==> src/rtl/mac_pkg.sv <==
// Shared types and defaults for the MAC layer scheduler.
package mac_pkg;

  localparam int unsigned ACC_W_DEF = 16;

  typedef enum logic [2:0] {
    IDLE  = 3'd0,
    CLEAR = 3'd1,
    RUN   = 3'd2,
    DRAIN = 3'd3,
    OUT   = 3'd4,
    DONE  = 3'd5
  } sched_state_t;

endpackage

==> src/rtl/mac_out_hold.sv <==
// Result capture register with valid/ready hold.
// Optional build macro: MAC_SCHED_RELU_EN clamps negative results to zero at capture.
module mac_out_hold #(
  parameter int unsigned ACC_W = 16,
  parameter int unsigned IDX_W = 3
) (
  input  logic             clk,
  input  logic             rst,
  input  logic             load,
  input  logic             flush,
  input  logic [ACC_W-1:0] acc_in,
  input  logic [IDX_W-1:0] idx_in,
  input  logic             out_ready,
  output logic             out_valid,
  output logic [IDX_W-1:0] out_idx,
  output logic [ACC_W-1:0] out_data
);

  logic [ACC_W-1:0] cap_c;

  // Value presented at capture time.
  always_comb begin
`ifdef MAC_SCHED_RELU_EN
    cap_c = acc_in[ACC_W-1] ? '0 : acc_in;
`else
    cap_c = acc_in;
`endif
  end

  // Capture on load; hold data/index until the consumer accepts.
  always_ff @(posedge clk or posedge rst) begin
    if (rst) begin
      out_valid <= 1'b0;
      out_idx   <= '0;
      out_data  <= '0;
    end else if (flush) begin
      out_valid <= 1'b0;
    end else if (load) begin
      out_valid <= 1'b1;
      out_idx   <= idx_in;
      out_data  <= cap_c;
    end else if (out_valid && out_ready) begin
      out_valid <= 1'b0;
    end
  end

endmodule

==> src/rtl/mac_layer_sched.sv <==
// Layer scheduler time-multiplexing one MAC across NUM_NEURONS neurons.
// Optional build macro: MAC_SCHED_RELU_EN (see mac_out_hold).
module mac_layer_sched
  import mac_pkg::*;
#(
  parameter int unsigned NUM_INPUTS  = 4,
  parameter int unsigned NUM_NEURONS = 2,
  parameter int unsigned ACC_W       = ACC_W_DEF,
  parameter int unsigned XA_W        = $clog2(NUM_INPUTS),
  parameter int unsigned WA_W        = $clog2(NUM_INPUTS * NUM_NEURONS)
) (
  input  logic             clk,
  input  logic             rst,
  input  logic             start,
  input  logic             abort,
  output logic             rd_en,
  output logic [XA_W-1:0]  x_addr,
  output logic [WA_W-1:0]  w_addr,
  output logic             mac_clear,
  output logic             mac_en,
  input  logic [ACC_W-1:0] mac_acc,
  output logic             out_valid,
  input  logic             out_ready,
  output logic [WA_W-1:0]  out_idx,
  output logic [ACC_W-1:0] out_data,
  output logic             busy,
  output logic             done
);

  sched_state_t     state, next_state;
  logic [XA_W-1:0]  i_q;
  logic [WA_W-1:0]  n_q;
  logic             drain_q;
  logic             i_last_c, n_last_c, accept_c, load_c;
  logic             rd_en_d, mac_clear_d, busy_d, done_d;
  logic [XA_W-1:0]  x_addr_d;
  logic [WA_W-1:0]  w_addr_d;

  assign i_last_c = (i_q == XA_W'(NUM_INPUTS - 1));
  assign n_last_c = (n_q == WA_W'(NUM_NEURONS - 1));
  assign accept_c = out_valid && out_ready;
  // Accumulator has settled by the first OUT cycle; capture it once.
  assign load_c   = (state == OUT) && !out_valid;

  // State register.
  always_ff @(posedge clk or posedge rst) begin
    if (rst) state <= IDLE;
    else     state <= next_state;
  end

  // Next-state logic; abort overrides everything.
  always_comb begin
    next_state = state;
    case (state)
      IDLE:    if (start) next_state = CLEAR;
      CLEAR:   next_state = RUN;
      RUN:     if (i_last_c) next_state = DRAIN;
      DRAIN:   if (drain_q) next_state = OUT;
      OUT:     if (accept_c) next_state = n_last_c ? DONE : CLEAR;
      DONE:    next_state = IDLE;
      default: next_state = IDLE;
    endcase
    if (abort) next_state = IDLE;
  end

  // Output decode, registered below.
  always_comb begin
    rd_en_d     = (state == RUN) && !abort;
    x_addr_d    = rd_en_d ? i_q : '0;
    w_addr_d    = rd_en_d ? (WA_W'(n_q * NUM_INPUTS) + WA_W'(i_q)) : '0;
    mac_clear_d = (state == CLEAR) && !abort;
    done_d      = (state == DONE) && !abort;
    busy_d      = (next_state != IDLE);
  end

  // Input index, neuron index and two-cycle drain counters.
  always_ff @(posedge clk or posedge rst) begin
    if (rst) begin
      i_q     <= '0;
      n_q     <= '0;
      drain_q <= 1'b0;
    end else begin
      drain_q <= (state == DRAIN) && !drain_q;
      if (state == CLEAR)            i_q <= '0;
      else if (state == RUN && !i_last_c) i_q <= i_q + XA_W'(1);
      if (state == IDLE)             n_q <= '0;
      else if (state == OUT && accept_c && !n_last_c) n_q <= n_q + WA_W'(1);
    end
  end

  // Registered strobes; mac_en trails rd_en by the buffer read latency.
  always_ff @(posedge clk or posedge rst) begin
    if (rst) begin
      rd_en     <= 1'b0;
      x_addr    <= '0;
      w_addr    <= '0;
      mac_clear <= 1'b0;
      mac_en    <= 1'b0;
      busy      <= 1'b0;
      done      <= 1'b0;
    end else begin
      rd_en     <= rd_en_d;
      x_addr    <= x_addr_d;
      w_addr    <= w_addr_d;
      mac_clear <= mac_clear_d;
      mac_en    <= rd_en && !abort;
      busy      <= busy_d;
      done      <= done_d;
    end
  end

  mac_out_hold #(.ACC_W(ACC_W), .IDX_W(WA_W)) u_out_hold (
    .clk       (clk),
    .rst       (rst),
    .load      (load_c),
    .flush     (abort),
    .acc_in    (mac_acc),
    .idx_in    (n_q),
    .out_ready (out_ready),
    .out_valid (out_valid),
    .out_idx   (out_idx),
    .out_data  (out_data)
  );

endmodule

==> config.mk <==
export PLATFORM = sky130hd
export DESIGN_NAME = mac_layer_sched
export DESIGN_NICKNAME = d
export VERILOG_FILES = /design/src/rtl/mac_pkg.sv /design/src/rtl/mac_out_hold.sv /design/src/rtl/mac_layer_sched.sv
export SDC_FILE = /design/constraint.sdc
export NUM_CORES = 1
export LEC_CHECK = 0
export CELL_PAD_IN_SITES_DETAIL_PLACEMENT = 1
export CELL_PAD_IN_SITES_GLOBAL_PLACEMENT = 2
export CORE_ASPECT_RATIO = 1.75
export CORE_MARGIN = 1.5
export CORE_UTILIZATION = 27
export CTS_BUF_LIST = sky130_fd_sc_hd__clkbuf_16
export CTS_CLUSTER_SIZE = 8
export DETAILED_ROUTE_END_ITERATION = 8
export MAX_ROUTING_LAYER = met4
export PLACE_DENSITY = 0.74
export SKIP_CTS_REPAIR_TIMING = 1
export SLEW_MARGIN = 10
export SYNTH_ARGS = -nofsm -noshare
export SYNTH_HDL_FRONTEND = slang
export SYNTH_SLANG_ARGS = --single-unit
==> constraint.sdc <==
create_clock -name clk -period 1.71 [get_ports clk]
set_input_delay 0.342 -clock clk [delete_from_list [all_inputs] [get_ports clk]]
set_output_delay 0.342 -clock clk [all_outputs]
set_load 0.03 [all_outputs]
Word level (Yosys, flattened, before mapping)
Cells that the tools add are included.

Bits in registers: 39. Input port bits: 21. Output and inout port bits: 30. Logic and storage cells: 62.

Add/sub/neg operators: 3. Equality and inequality tests: 7. Mux-type cells: 16. Bitwise gates (word level): 1. Reduce and logical (&&, ||, !) cells: 21.

Operator list (count): two-way mux 3 bit (9); one-hot mux 3 bit (5 select lines) (1); logical AND 1 bit (10); == test 3 x 1 -> 1 bit, second input constant (2); == test 3 x 2 -> 1 bit, second input constant (2); == test 3 bit, second input constant (2); two-way mux 2 bit (3); nonzero test 3 bit (2); zero test 1 bit (5); nonzero test 2 bit (2); adder 3 x 1 -> 3 bit, second input constant (1); adder 3 x 2 -> 3 bit (1); zero test 3 bit (1); two-way mux 1 bit (3); adder 2 x 1 -> 2 bit, second input constant (1); == test 2 bit, second input constant (1); AND reduction 2 bit (1); inverter 1 bit (1).

Longest topological paths before layout
Depth in word-level cells: 6. Mapped depth: 6. Gate-level depth less buffers: 6.

By module
Synthesis repeated with hierarchy kept, for this count alone.

Cells, all modules: 122. Area total of the unflattened synthesis: 1641.6 um^2.

Modules (own cells, without submodules): mac_layer_sched (times used 1, cells each 76, area each 825.8 um^2, seq. area each 425.4 um^2); mac_out_hold (times used 1, cells each 46, area each 815.8 um^2, seq. area each 500.5 um^2).

Worst setup path before layout
Ideal clock, no wire load.

Path kind: reg2reg. Start point: reg state[1]. End point: reg u_out_hold.out_data[0]. Library setup time: 0.125 ns. Arrival time: 1.515 ns. Slack: 0.070 ns. Stages on the path, launching flop included: 6. Buffers on the path: 1. Period minus slack after synthesis: 1.640 ns. Cells stage by stage: dfrtp_1 nor2_4 nand2_4 nor3_4 buf_12 mux2_4.

Word-level cells in the longest chain between the ends: 3.

Ends and longest elaborated chain: from (decl) (line mac_layer_sched.sv:30) `sched_state_t state, next_state;`; from (signal assigned) (line mac_layer_sched.sv:48) `else state <= next_state;`; == test 3 bit (line mac_layer_sched.sv:43) `assign load_c = (state == OUT) && !out_valid;`; logical AND 1 bit (line mac_layer_sched.sv:43); AND reduction 2 bit (no source line); to (signal assigned) (line mac_out_hold.sv:41) `out_data <= cap_c;`; to (decl) (line mac_out_hold.sv:16) `output logic [ACC_W-1:0] out_data`.

Every way passes these cells. A chain may end at the register's enable or synchronous reset.

Worst setup path after layout
Start point: reg n_q[1]. End point: reg busy.

Word-level cells in the longest chain between the ends: 6.

Ends and longest elaborated chain: from (decl) (line mac_layer_sched.sv:32) `logic [WA_W-1:0] n_q;`; from (signal assigned) (line mac_layer_sched.sv:87) `else if (state == OUT && accept_c && !n_last_c) n_q <= n_q + WA_W'(1);`; == test 3 x 1 -> 1 bit (line mac_layer_sched.sv:40) `assign n_last_c = (n_q == WA_W'(NUM_NEURONS - 1));`; two-way mux 3 bit (2 in series) (line mac_layer_sched.sv:59) `OUT: if (accept_c) next_state = n_last_c ? DONE : CLEAR;`; one-hot mux 3 bit (5 select lines) (line mac_layer_sched.sv:54) `case (state)`; two-way mux 3 bit (line mac_layer_sched.sv:63) `if (abort) next_state = IDLE;`; via next_state[2] (line mac_layer_sched.sv:30); nonzero test 3 bit (line mac_layer_sched.sv:73) `busy_d = (next_state != IDLE);`; via busy_d (line mac_layer_sched.sv:35) `logic rd_en_d, mac_clear_d, busy_d, done_d;`; to (signal assigned) (line mac_layer_sched.sv:107) `busy <= busy_d;`; to (decl) (line mac_layer_sched.sv:26) `output logic busy,`.

The timed path passes the listed nets, and every way through them passes these cells.

==> results.txt <==
root buf cell - clkbuf_16
Antenna Violating Nets Remaining - 0
clock slew seen by the registers of the worst setup and hold paths - 60 ps
Worst path slowest cell - dfrtp_1
Synth cell types - 36
register area - 926 sq um
setup violators final - 0
vias per cell - 4.58
row count - 36
DRC - 0
Placement Setup Slack - -110 ps
CP Data Required Time - 1860 ps
Max-Cap Viols - 0
die area - 6420 sq um
dpl cells - 247
minimum clock period - 1670 ps
Total GRT Usage - 13.7%
Critical Path Fanout Max - 3
Slew @ Worst Pin - 432 ps
fmax - 600 MHz
detailed-route wire length per cell - 15.5 um
initial antenna violation count - 0
LEAKAGE - 1.08 nW
pin count of the biggest net entering global routing - 38
chip width - 61.2 um
Worst Clk Skew - 7.68 ps
Num CTS Buffers - 5
Cell Count, Final, Fillers Out - 258
Total Wirelength - 4010 um
Worst path max stage delay - 380 ps
area delta synth->final - 51.8%
Seq/Total Area, Yosys - 57.9%
R2R Setup Slk - 40 ps
Slew Limit Fails - 0
quantity of I/O buffers inserted on ports - 50
Worst slew margin - 71.0%
RePlAce Congestion - 0.767
diode count - 0
Die H - 105 um
mapped cell area - 1600 sq um
first drt pass iteration count - 2
result of the run - finished, final reports clean
Yosys warning count - 0
starting density of the core - 28.4%
TritonCTS clock tree - yes
vias in the first global route - 1276
Mean Syn Cell Area - 13.8 sq um
Startpoint Class - flop
Net Count, Synth - 140
DRT iter0 DRCs - 13
Worst setup EP type - flop
Synth area leader - dfrtp_1
area of the core - 5630 sq um
worst hold margin - 423 ps
# nets final - 207
CTS sink cnt - 37
Worst VDD drop - 360 uV
Multi-input gate area - 618 sq um
CP Class - reg -> reg
later-pin clock latency in the skew report - 280 ps
Mapped Cells - 116
arrival time worst endpoint - 1810 ps
PD cells - 876 nW/um^2
fraction of layout cells with a size suffix above 1 - 27.5%
clk buf depth - 2
post-DP HPWL - 3140 um
CTS HTree Levels - 2
fin crit share - 97.5%
top cell type's share of synthesized area - 57.9%
worst hold path class - in -> async
first-pass GRT wire length - 6330 um
top-level I/O count - 51
Area contributors post-synth - dfrtp_1 58%, mux2_4 9.4%, mux2_2 7.7%
filler instances - 585
cells along the critical path - inv_2 > ha_2 > inv_1 > o211ai_1 > buf_4 > a32o_1 > or3_1
final setup margin - 42.1 ps
Synth Register Bits - 37
GRT Residual Overflow - 0
vias after detailed routing - 1181
Final Hold Vio Count - 0
==> kinds of logic after synthesis <==
kind of cell / count (synthesis) / synth area share (%)
AO/OA/AOI/OAI: 15 / 6.26
adder cells (fa/ha/maj): 3 / 2.35
buffers and inverters: 10 / 3.91
flip-flops: 37 / 57.9
multiplexers: 21 / 17.1
AND/OR/NAND/NOR: 30 / 12.5
==> placed cells by master, fill, tap and decap left out, types with 3 or more instances in the layout <==
cell type / count
clkdlybuf4s50_1: 50
o21ai_0: 4
mux2_2: 10
a21oi_1: 4
buf_4: 14
mux2_4: 11
nor2b_1: 3
and2_1: 3
inv_1: 3
nor2_1: 4
clkbuf_16: 5
dfrtp_1: 37
==> flip-flops by register name, indices dropped and copies added, names as in the netlist <==
register / flops
mac_clear: 1
u_out_hold.out_valid: 1
busy: 1
w_addr: 3
n_q: 3
rd_en: 1
state: 3
mac_en: 1
i_q: 2
u_out_hold.out_data: 16
u_out_hold.out_idx: 3
done: 1
drain_q: 1
==> area by class of cell <==
| type | instances | share of cell area (%) |
|---|---|---|
| clock buffers | 5 | 5.15 |
| clock inverters | 1 | 0.206 |
| inverters | 4 | 0.618 |
| multi-input cells | 69 | 25.4 |
| flip-flops and latches | 37 | 38.1 |
| well taps | 76 | 3.91 |
| repair buffers | 66 | 26.6 |
==> worst paths after layout <==
kind                          from              endpoint  cells after the start
setup / recovery            n_q[1]                  busy                      7
hold / removal                 rst                i_q[1]                      3
setup reg to reg            n_q[1]                  busy                      7
hold reg to reg            drain_q               drain_q                      1
max in group asynchronous      rst  u_out_hold.out_valid                      3
min in group clk           drain_q               drain_q                      1
==> worst max-delay path: cells and delay by family (launching register included) <==
kind / cells / cell delay (ps)
AOI/OAI and AO/OA: 2 / 380
and+or+nand+nor: 1 / 300
adders and majority gates: 1 / 170
buffers and inverters: 3 / 300
DFF: 1 / 380
==> layer usage <==
| layer | vias up | part of all wire, % | routed length (um) | GRT usage (%) |
|---|---|---|---|---|
| met1 | 599 | 34 | 1350 | 13.1 |
| met4 | 0 | 2.2 | 87 | 6.52 |
| li1 | 538 | - | - | - |
| met3 | 6 | 6.5 | 260 | 2.97 |
| met5 | - | 0 | 0 | - |
| met2 | 38 | 58 | 2310 | 24.5 |
==> report_power, final <==
| part | switching, mW | internal, mW | total (mW) |
|---|---|---|---|
| Clock | 0.312 | 0.519 | 0.831 |
| Combinational | 0.160 | 0.166 | 0.325 |
| Sequential | 0.0434 | 0.927 | 0.971 |
| Total | 0.515 | 1.61 | 2.13 |
==> through the flow <==
step	cell area, sq um	util, %	power (mW)	TNS, ps
after floorplan	1600	-	1.15	0
after global placement	2260	40.1	1.30	-398
after detailed placement	2260	40.1	1.32	-1070
after CTS	2390	42.4	2.17	-107
after global routing	2430	43.2	2.23	-41.6
final	2430	43.2	2.13	0
==> synthesized netlist by cell type (all sizes together) <==
cell type and count:
inv 4, mux2 21, o211ai 1, buf 3
o21ai 4, nor3b 2, a22o 1, a21oi 4
nor4b 1, nand2b 2, dfrtp 37, nor4 1
a32o 1, a22oi 1, nor3 3, nor2b 3
a221oi 1, o32ai 1, and3 1, nand3 2
or3 1, or2b 1, nand2 3, nor2 5
and2 3, clkbuf 3, ha 3, or2 1
and4bb 1, o41ai 1
(Power assumes the default switching activity.)
